==> config.mk <==
export PLATFORM = sky130hd
export DESIGN_NAME = mpmc11_rd_req_flat
export DESIGN_NICKNAME = d
export VERILOG_FILES = /design/src/rtl/mpmc11_rd_req_if.sv /design/src/rtl/mpmc11_rd_req.sv /design/src/flat_wrapper.sv
export SDC_FILE = /design/constraint.sdc
export NUM_CORES = 1
export LEC_CHECK = 0
export CORE_MARGIN = 3
export CORE_UTILIZATION = 50
export DETAILED_ROUTE_END_ITERATION = 10
export DONT_BUFFER_PORTS = 1
export PLACE_DENSITY = 0.66
export REMOVE_ABC_BUFFERS = 1
export SYNTH_ARGS = -nofsm -noshare
export SYNTH_HDL_FRONTEND = slang
export SYNTH_SLANG_ARGS = --single-unit
==> constraint.sdc <==
create_clock -name clk -period 2.1 [get_ports clk]
set_input_delay 0.315 -clock clk [delete_from_list [all_inputs] [get_ports clk]]
set_output_delay 0.315 -clock clk [all_outputs]
set_load 0.005 [all_outputs]
==> src/rtl/mpmc11_rd_req_if.sv <==
// Client, controller and read-ack signals of one mpmc11 port read-request path.
// The slave modport is the request issuer; master is the client/controller side.
interface mpmc11_rd_req_if #(
    parameter int DEPTH = 4,
    parameter int TAG_W = 4,
    parameter int ADR_W = 32
);
    localparam int CNT_W = $clog2(DEPTH) + 1;

    logic             cpu_req;
    logic [TAG_W-1:0] cpu_tag;
    logic [ADR_W-1:0] cpu_adr;
    logic             cpu_rdy;
    logic             mc_req;
    logic [ADR_W-1:0] mc_adr;
    logic             mc_accept;
    logic             port_ack;
    logic             resp_vld;
    logic [TAG_W-1:0] resp_tag;
    logic             resp_err;
    logic             spur_ack;
    logic [CNT_W-1:0] outstanding;

    modport master (
        output cpu_req, cpu_tag, cpu_adr, mc_accept, port_ack,
        input  cpu_rdy, mc_req, mc_adr, resp_vld, resp_tag, resp_err,
               spur_ack, outstanding
    );

    modport slave (
        input  cpu_req, cpu_tag, cpu_adr, mc_accept, port_ack,
        output cpu_rdy, mc_req, mc_adr, resp_vld, resp_tag, resp_err,
               spur_ack, outstanding
    );
endinterface

==> src/rtl/mpmc11_rd_req.sv <==
// mpmc11 port read-request issuer: issues client reads to the controller, keeps
// issued tags in order, retires them on read-ack or on watchdog timeout.
module mpmc11_rd_req #(
    parameter int DEPTH = 4,
    parameter int TAG_W = 4,
    parameter int ADR_W = 32,
    parameter int TMO   = 1023
) (
    input logic            clk,
    input logic            rst,
    mpmc11_rd_req_if.slave bus
);
    localparam int CNT_W = $clog2(DEPTH) + 1;
    localparam int PTR_W = $clog2(DEPTH);
    localparam int WD_W  = $clog2(TMO + 1);

    typedef enum logic [0:0] {
        ST_IDLE  = 1'b0,
        ST_ISSUE = 1'b1
    } state_t;

    state_t           state_r;
    logic             mc_req_r;
    logic [ADR_W-1:0] mc_adr_r;
    logic [TAG_W-1:0] hold_tag_r;

    logic [TAG_W-1:0] fifo_r [DEPTH];
    logic [PTR_W-1:0] wr_ptr_r;
    logic [PTR_W-1:0] rd_ptr_r;
    logic [CNT_W-1:0] cnt_r;
    logic [WD_W-1:0]  wdog_r;

    logic             resp_vld_r;
    logic [TAG_W-1:0] resp_tag_r;
    logic             resp_err_r;
    logic             spur_r;

    logic cpu_rdy_s;
    logic take_s;
    logic push_s;
    logic has_out_s;
    logic ack_pop_s;
    logic tmo_pop_s;
    logic pop_s;
    logic spur_s;

    // Handshake and retire decode; an ack in the limit cycle wins over the timeout.
    always_comb begin
        has_out_s = (cnt_r != CNT_W'(0));
        cpu_rdy_s = (state_r == ST_IDLE) && (cnt_r < CNT_W'(DEPTH));
        take_s    = cpu_rdy_s && bus.cpu_req;
        push_s    = (state_r == ST_ISSUE) && bus.mc_accept;
        ack_pop_s = bus.port_ack && has_out_s;
        spur_s    = bus.port_ack && !has_out_s;
        tmo_pop_s = !bus.port_ack && has_out_s && (wdog_r == WD_W'(TMO));
        pop_s     = ack_pop_s || tmo_pop_s;
    end

    // Command FSM: latch the command, hold mc_req and mc_adr until accepted.
    always_ff @(posedge clk or negedge rst) begin
        if (!rst) begin
            state_r    <= ST_IDLE;
            mc_req_r   <= 1'b0;
            mc_adr_r   <= {ADR_W{1'b0}};
            hold_tag_r <= {TAG_W{1'b0}};
        end else begin
            case (state_r)
                ST_IDLE: begin
                    if (take_s) begin
                        mc_adr_r   <= bus.cpu_adr;
                        hold_tag_r <= bus.cpu_tag;
                        mc_req_r   <= 1'b1;
                        state_r    <= ST_ISSUE;
                    end else begin
                        mc_req_r   <= 1'b0;
                    end
                end
                ST_ISSUE: begin
                    if (bus.mc_accept) begin
                        mc_req_r <= 1'b0;
                        state_r  <= ST_IDLE;
                    end else begin
                        mc_req_r <= 1'b1;
                    end
                end
                default: begin
                    mc_req_r <= 1'b0;
                    state_r  <= ST_IDLE;
                end
            endcase
        end
    end

    // Tag FIFO, outstanding count, watchdog and registered response strobes.
    always_ff @(posedge clk or negedge rst) begin
        if (!rst) begin
            for (int i = 0; i < DEPTH; i++) begin
                fifo_r[i] <= {TAG_W{1'b0}};
            end
            wr_ptr_r   <= {PTR_W{1'b0}};
            rd_ptr_r   <= {PTR_W{1'b0}};
            cnt_r      <= {CNT_W{1'b0}};
            wdog_r     <= {WD_W{1'b0}};
            resp_vld_r <= 1'b0;
            resp_tag_r <= {TAG_W{1'b0}};
            resp_err_r <= 1'b0;
            spur_r     <= 1'b0;
        end else begin
            if (push_s) begin
                fifo_r[wr_ptr_r] <= hold_tag_r;
                wr_ptr_r         <= wr_ptr_r + PTR_W'(1);
            end
            if (pop_s) begin
                rd_ptr_r   <= rd_ptr_r + PTR_W'(1);
                resp_tag_r <= fifo_r[rd_ptr_r];
            end
            case ({push_s, pop_s})
                2'b10:   cnt_r <= cnt_r + CNT_W'(1);
                2'b01:   cnt_r <= cnt_r - CNT_W'(1);
                default: cnt_r <= cnt_r;
            endcase
            // Counter restarts whenever the head changes or nothing is pending.
            if (!has_out_s || pop_s) begin
                wdog_r <= {WD_W{1'b0}};
            end else begin
                wdog_r <= wdog_r + WD_W'(1);
            end
            resp_vld_r <= pop_s;
            resp_err_r <= tmo_pop_s;
            spur_r     <= spur_s;
        end
    end

    assign bus.cpu_rdy     = cpu_rdy_s;
    assign bus.mc_req      = mc_req_r;
    assign bus.mc_adr      = mc_adr_r;
    assign bus.resp_vld    = resp_vld_r;
    assign bus.resp_tag    = resp_tag_r;
    assign bus.resp_err    = resp_err_r;
    assign bus.spur_ack    = spur_r;
    assign bus.outstanding = cnt_r;
endmodule

==> src/flat_wrapper.sv <==
// flat-port wrapper written by rule: the top's interface ports become plain ports
module mpmc11_rd_req_flat 
#(
    parameter int DEPTH = 4,
    parameter int TAG_W = 4,
    parameter int ADR_W = 32,
    parameter int TMO   = 1023
)
  (clk, rst, bus_cpu_req, bus_cpu_tag, bus_cpu_adr, bus_mc_accept, bus_port_ack, bus_cpu_rdy, bus_mc_req, bus_mc_adr, bus_resp_vld, bus_resp_tag, bus_resp_err, bus_spur_ack, bus_outstanding);
  mpmc11_rd_req_if #(.DEPTH(DEPTH), .TAG_W(TAG_W), .ADR_W(ADR_W)) bus_i ();
  input logic clk;
  input logic rst;
  input wire logic [$bits(bus_i.cpu_req)-1:0] bus_cpu_req;
  input wire logic [$bits(bus_i.cpu_tag)-1:0] bus_cpu_tag;
  input wire logic [$bits(bus_i.cpu_adr)-1:0] bus_cpu_adr;
  input wire logic [$bits(bus_i.mc_accept)-1:0] bus_mc_accept;
  input wire logic [$bits(bus_i.port_ack)-1:0] bus_port_ack;
  output wire logic [$bits(bus_i.cpu_rdy)-1:0] bus_cpu_rdy;
  output wire logic [$bits(bus_i.mc_req)-1:0] bus_mc_req;
  output wire logic [$bits(bus_i.mc_adr)-1:0] bus_mc_adr;
  output wire logic [$bits(bus_i.resp_vld)-1:0] bus_resp_vld;
  output wire logic [$bits(bus_i.resp_tag)-1:0] bus_resp_tag;
  output wire logic [$bits(bus_i.resp_err)-1:0] bus_resp_err;
  output wire logic [$bits(bus_i.spur_ack)-1:0] bus_spur_ack;
  output wire logic [$bits(bus_i.outstanding)-1:0] bus_outstanding;
  assign bus_i.cpu_req = bus_cpu_req;
  assign bus_i.cpu_tag = bus_cpu_tag;
  assign bus_i.cpu_adr = bus_cpu_adr;
  assign bus_i.mc_accept = bus_mc_accept;
  assign bus_i.port_ack = bus_port_ack;
  assign bus_cpu_rdy = bus_i.cpu_rdy;
  assign bus_mc_req = bus_i.mc_req;
  assign bus_mc_adr = bus_i.mc_adr;
  assign bus_resp_vld = bus_i.resp_vld;
  assign bus_resp_tag = bus_i.resp_tag;
  assign bus_resp_err = bus_i.resp_err;
  assign bus_spur_ack = bus_i.spur_ack;
  assign bus_outstanding = bus_i.outstanding;
  mpmc11_rd_req #(.DEPTH(DEPTH), .TAG_W(TAG_W), .ADR_W(ADR_W), .TMO(TMO)) u_core (.clk(clk), .rst(rst), .bus(bus_i));
endmodule
Word level (Yosys, flattened, before mapping)
Cells that the tools add are included.
{"block": "word_totals", "reg_bits": 77, "out_inout_bits": 44, "word_cells": 56}
{"block": "op_classes", "add_sub_neg": 5, "order_cmp": 4, "eq_ne": 3, "muxes": 11, "bitwise": 3, "reduce_logical": 15}
{"cell": "16-bit bitwise mux", "count": 1}
{"cell": "4-bit two-way mux", "count": 3}
{"cell": "10-bit by 1-bit adder with 10-bit output, second input constant", "count": 1}
{"cell": "10-bit == test, second input constant", "count": 1}
{"cell": "10-bit two-way mux", "count": 1}
{"cell": "4-bit binary-select mux with 2-bit select", "count": 1}
{"cell": "4-bit demux with 2-bit select", "count": 1}
{"cell": "1-bit logical AND", "count": 8}
{"cell": "3-bit >= comparator, second input constant", "count": 2}
{"cell": "2-bit inverter with 3-bit output", "count": 2}
{"cell": "3-bit one-hot mux with 2 select lines", "count": 1}
{"cell": "2-bit by 1-bit adder with 2-bit output, second input constant", "count": 2}
{"cell": "3-bit by 1-bit adder with 3-bit output, second input constant", "count": 1}
{"cell": "3-bit by 1-bit less-than comparator with 1-bit output, second input constant", "count": 1}
{"cell": "3-bit less-than comparator, second input constant", "count": 1}
{"cell": "3-bit nonzero test", "count": 1}
{"cell": "3-bit by 1-bit subtractor with 3-bit output, second input constant", "count": 1}
{"cell": "2-bit by 1-bit == test with 1-bit output, second input constant", "count": 1}
{"cell": "2-bit == test, second input constant", "count": 1}
{"cell": "1-bit logical NOT", "count": 2}
{"cell": "1-bit logical OR", "count": 2}
{"cell": "1-bit two-way mux", "count": 2}
{"cell": "1-bit one-hot mux with 2 select lines", "count": 1}
{"cell": "2-bit AND reduction", "count": 1}
{"cell": "2 further kinds", "count": 2}

Longest topological paths before layout
{"block": "logic_depth", "depth_word": 6, "mapped_depth": 11, "mapped_depth_nobuf": 10}

Least setup slack after synthesis
Ideal clock, no wire load.
{"block": "synth_timing", "path_type": "reg-to-reg", "startpoint": "register u_core.wdog_r[0]", "endpoint": "register u_core.cnt_r[2] (netlist: u_core.bus.outstanding[2])", "setup_ps": 79, "arrival_ps": 2098, "slack_ps": -78, "path_stages_with_launch": 12, "path_buffers": 1, "synth_period_minus_slack_ps": 2178, "cell_sequence": "dfrtp_1 -> ha_1 -> nand3_1 -> nor3_2 -> o21a_1 -> buf_6 -> ha_1 -> inv_1 -> fa_1 -> xor2_1 -> nor2_1 -> xor2_1"}
{"block": "synth_between", "elab_chain_cells": 5}
{"element": "from (decl)", "line_no": "mpmc11_rd_req.sv:31", "rtl": "logic [WD_W-1:0] wdog_r;"}
{"element": "from (signal assigned)", "line_no": "mpmc11_rd_req.sv:103", "rtl": "wdog_r <= {WD_W{1'b0}};"}
{"element": "from (signal assigned)", "line_no": "mpmc11_rd_req.sv:124", "rtl": "wdog_r <= {WD_W{1'b0}};"}
{"element": "from (signal assigned)", "line_no": "mpmc11_rd_req.sv:126", "rtl": "wdog_r <= wdog_r + WD_W'(1);"}
{"element": "10-bit == test (*)", "line_no": "mpmc11_rd_req.sv:55", "rtl": "tmo_pop_s = !bus.port_ack && has_out_s && (wdog_r == WD_W'(TMO));"}
{"element": "1-bit logical AND (*)", "line_no": "mpmc11_rd_req.sv:55"}
{"element": "1-bit logical OR (*)", "line_no": "mpmc11_rd_req.sv:56", "rtl": "pop_s = ack_pop_s || tmo_pop_s;"}
{"element": "named net u_core.pop_s", "line_no": "mpmc11_rd_req.sv:44", "rtl": "logic pop_s;"}
{"element": "2-bit by 1-bit == test with 1-bit output or 2-bit == test (tied branches)", "line_no": "mpmc11_rd_req.sv:117", "rtl": "case ({push_s, pop_s})"}
{"element": "3-bit one-hot mux with 2 select lines or 2-bit nonzero test (tied branches)"}
{"element": "to (signal assigned)", "line_no": "mpmc11_rd_req.sv:118", "rtl": "2'b10: cnt_r <= cnt_r + CNT_W'(1);"}
{"element": "to (signal assigned)", "line_no": "mpmc11_rd_req.sv:119", "rtl": "2'b01: cnt_r <= cnt_r - CNT_W'(1);"}
{"element": "to (signal assigned)", "line_no": "mpmc11_rd_req.sv:120", "rtl": "default: cnt_r <= cnt_r;"}
{"element": "to (decl)", "line_no": "mpmc11_rd_req.sv:30", "rtl": "logic [CNT_W-1:0] cnt_r;"}
Mark *: on every way through the listed nets, which the timed path passes. The rest lies on a longest branch.
A chain may end at the register's enable or synchronous reset.

Worst setup path after layout
{"block": "layout_timing", "startpoint": "register u_core.wdog_r[6]", "endpoint": "register u_core.cnt_r[2] (netlist: u_core.bus.outstanding[2])"}
{"block": "layout_between", "elab_chain_cells": 5}
{"element": "10-bit == test (*)", "line_no": "mpmc11_rd_req.sv:55"}
{"element": "1-bit logical AND (*)", "line_no": "mpmc11_rd_req.sv:55"}
{"element": "1-bit logical OR (*)", "line_no": "mpmc11_rd_req.sv:56"}
{"element": "2-bit by 1-bit == test with 1-bit output or 2-bit == test (tied branches)", "line_no": "mpmc11_rd_req.sv:117"}
{"element": "3-bit one-hot mux with 2 select lines or 2-bit nonzero test (tied branches)"}
Every way passes the cells marked *; elsewhere a longest branch is shown, timed or not.

==> impl_metrics.json <==
{
  "peakVddDrop_mv": 0.693,
  "final_area_sq_um": 3770,
  "synthCells": 220,
  "routabilityCongestion": 0.832,
  "dieArea_sq_um": 7670,
  "critPathLaunchType": "register",
  "cts.clk_slew.worst_paths_ns": 0.08,
  "grt_max_degree": 78,
  "max_freq_mhz": 504,
  "clock-sinks": 77,
  "cap_violations": 0,
  "total_leakage_power_nw": 1.76,
  "dp.cells": 298,
  "setup_viol": 0,
  "final_cells": 325,
  "vias": 1781,
  "hold_ws_ns": -0.335,
  "diodes": 0,
  "place_ws_ns": -0.0203,
  "nets": 291,
  "ys_types": 32,
  "start_util_pct": 52.1,
  "h-tree-depth": 3,
  "wl_per_cell_microns": 17.2,
  "critPathMaxFanout": 2,
  "grt.busiest_layer": "met2",
  "met2_usage_pct": 22.5,
  "dp_hpwl_microns": 3540,
  "grt_use_met3_pct": 4.70,
  "drt-vias-per-instance": 5.48,
  "die_w_microns": 87.6,
  "fin_crit_ns": 1.98,
  "grt_antenna_before_repair": 0,
  "layout_commonest_cell": "dfrtp_1",
  "drive_gt1_share_pct": 37.1,
  "grt_pass1_wl_microns": 9130,
  "tightest_slew_ns": 0.366,
  "crit_type": "register to register",
  "clock_latency_ns": 0.33,
  "yosys-top-cells-area": "dfrtp_1 58%, mux2_4 13%, mux2_2 5.8%",
  "synthArstFlopShare_pct": 100,
  "avgSynthCellArea_sq_um": 15.1,
  "fp.dieH_microns": 87.6,
  "drv_slew": 0,
  "drt-pass1-iter-count": 2,
  "dpl_cell_area_sq_um": 3430,
  "worstPathCellList": "nand4_1, nor3_4, o21a_1, ha_2, inv_2, fa_2, xor2_1, nor2_1, xor2_1",
  "worst_ep_arrival_time_ns": 2.24,
  "num-fill-cells": 499,
  "violations": "hold timing",
  "wirelength_microns": 5610,
  "final_cell_mix": "77 x dfrtp_1, 29 x mux2_4, 19 x buf_4",
  "use_met1_pct": 21.2,
  "crit_top_cell": "xor2_1",
  "utilization_pct": 59.1,
  "syn2layout_area_growth_pct": 13.5,
  "synth_flop_cell": "dfrtp_1",
  "crit_required_ns": 2.36,
  "grt_overflow_total": 0,
  "post-synth-top-area-fraction_pct": 57.9,
  "end_kind": "register",
  "yosysTopAreaCell": "dfrtp_1",
  "crit_slowest_cell": "dfrtp_1",
  "grt_usage_pct": 15.5,
  "clock_skew_ns": 0.00645,
  "root_buffer": "clkbuf_8",
  "p_per_area_nw_per_um2": 1480,
  "synth_edf_count": 0,
  "hold_violations": 77,
  "synth.ff_latch_count": 77,
  "cts_buffers": 9,
  "syn_area_sq_um": 3330,
  "relSlewSlack_pct": 75.6,
  "max_stage_delay_ns": 0.37,
  "io_buffers": 0,
  "status": "finished with violations",
  "clock_path_buffers": 2,
  "yosysSeqAreaShare_pct": 57.9,
  "io_pins": 85,
  "cts_tree": "built",
  "timing.final.crit_share_pct": 94.4,
  "ant_nets": 0,
  "min_path_type": "primary input to asynchronous set/reset pin",
  "grt_pass1_vias": 1862,
  "core_sq_um": 6390,
  "fin_tns_setup_ns": 0,
  "postLayoutSetupSlackWorst_ns": 0.118,
  "std_cell_rows": 29,
  "yosysWarnings": 0,
  "first_iter_violations": 106,
  "drc": 0
}
[worst max-delay path, delay by kind of cell (launching register included)]
family / cells / cell delay (ns)
AO/OA/AOI/OAI: 1 / 0.16
XOR/XNOR: 2 / 0.30
adder cells (fa/ha/maj): 2 / 0.51
buffers and inverters: 1 / 0.04
flip-flops: 1 / 0.37
AND/OR/NAND/NOR: 3 / 0.53
[cells by family after synthesis]
group	count (synthesis)	synth area share, %
AO/OA/AOI/OAI	8	1.69
XOR/XNOR	12	3.16
adder cells (fa/ha/maj)	7	2.86
buffers and inverters	17	3.16
flip-flops	77	57.9
multiplexers	62	25.6
AND/OR/NAND/NOR	37	5.61
[metrics by stage]
step,hold slack [ns],power (mW)
after floorplan,0.0194,3.88
after detailed placement,0.0212,4.26
after CTS,-0.354,5.65
after global routing,-0.360,5.98
final,-0.335,5.59
after global placement,0.0217,4.21
[cells in the mapped netlist (2+ instances only)]
cell	number
ha_1	6
mux2_1	11
o21ai_0	2
xor2_1	7
and2_1	2
nand4_1	2
inv_1	9
nand3_1	9
mux2_2	17
buf_2	3
buf_6	5
mux2_4	29
or2_1	2
dfrtp_1	77
nand2_1	3
xnor2_1	5
nor3_1	2
nor2_1	12
mux4_2	4
[power by group]
part           leakage [nW]  internal, mW  switching [mW]  total [mW]
registers             0.942          2.14           0.528        2.67
logic                 0.695          1.06           0.527        1.59
clock network         0.121         0.822           0.514        1.34
[final timing paths]
kind | slack [ns] | start | depth (start not counted) | end
worst max register to register | 0.12 | u_core.wdog_r[6]$_DFF_PN0_ | 9 | u_core.bus.outstanding[2]$_DFFE_PN0P_
min in group clk | 0.11 | bus_port_ack | 1 | u_core.bus.spur_ack$_DFF_PN0_
worst min-delay path | -0.34 | rst | 0 | u_core.bus.outstanding[2]$_DFFE_PN0P_
max in group asynchronous | 2.30 | rst | 0 | u_core.bus.mc_adr[1]$_DFFE_PN0P_
worst max-delay path | 0.12 | u_core.wdog_r[6]$_DFF_PN0_ | 9 | u_core.bus.outstanding[2]$_DFFE_PN0P_
worst min register to register | 0.50 | u_core.fifo_r[6]$_DFFE_PN0P_ | 1 | u_core.fifo_r[6]$_DFFE_PN0P_
[per-layer routing]
metal	wire length, microns	vias to the layer above
li1	-	808
met1	2500	905
met2	2620	59
met3	405	9
met4	88	0
met5	0	-
[layout make-up]
| cell class | count | area, sq um | area share (%) |
|---|---|---|---|
| clock inverters | 4 | 95.1 | 2.52 |
| inverters | 9 | 33.8 | 0.895 |
| flip-flops and latches | 77 | 1930 | 51.1 |
| repair buffers | 20 | 163 | 4.31 |
| well taps | 77 | 96.3 | 2.55 |
| multi-input cells | 126 | 1310 | 34.8 |
| clock buffers | 12 | 145 | 3.85 |
[what timing repair did]
item,CTS,global route
endpoints found under the hold margin,77,77
endpoints found under the setup margin,1,1
pin swaps,6,6
setup buffers,3,8
gates resized for setup,5,1
[sequential cells by signal, summed over array words and instances (netlist names)]
| signal | flops |
|---|---|
| u_core.bus.mc_adr | 32 |
| u_core.fifo_r | 16 |
| u_core.wdog_r | 10 |
| u_core.bus.resp_tag | 4 |
| u_core.hold_tag_r | 4 |
| u_core.bus.outstanding | 3 |
| u_core.rd_ptr_r | 2 |
| u_core.wr_ptr_r | 2 |
| u_core.bus.resp_err | 1 |
| u_core.bus.resp_vld | 1 |
| u_core.bus.spur_ack | 1 |
| u_core.state_r | 1 |
No activity file was read; power rests on OpenSTA's default activity.
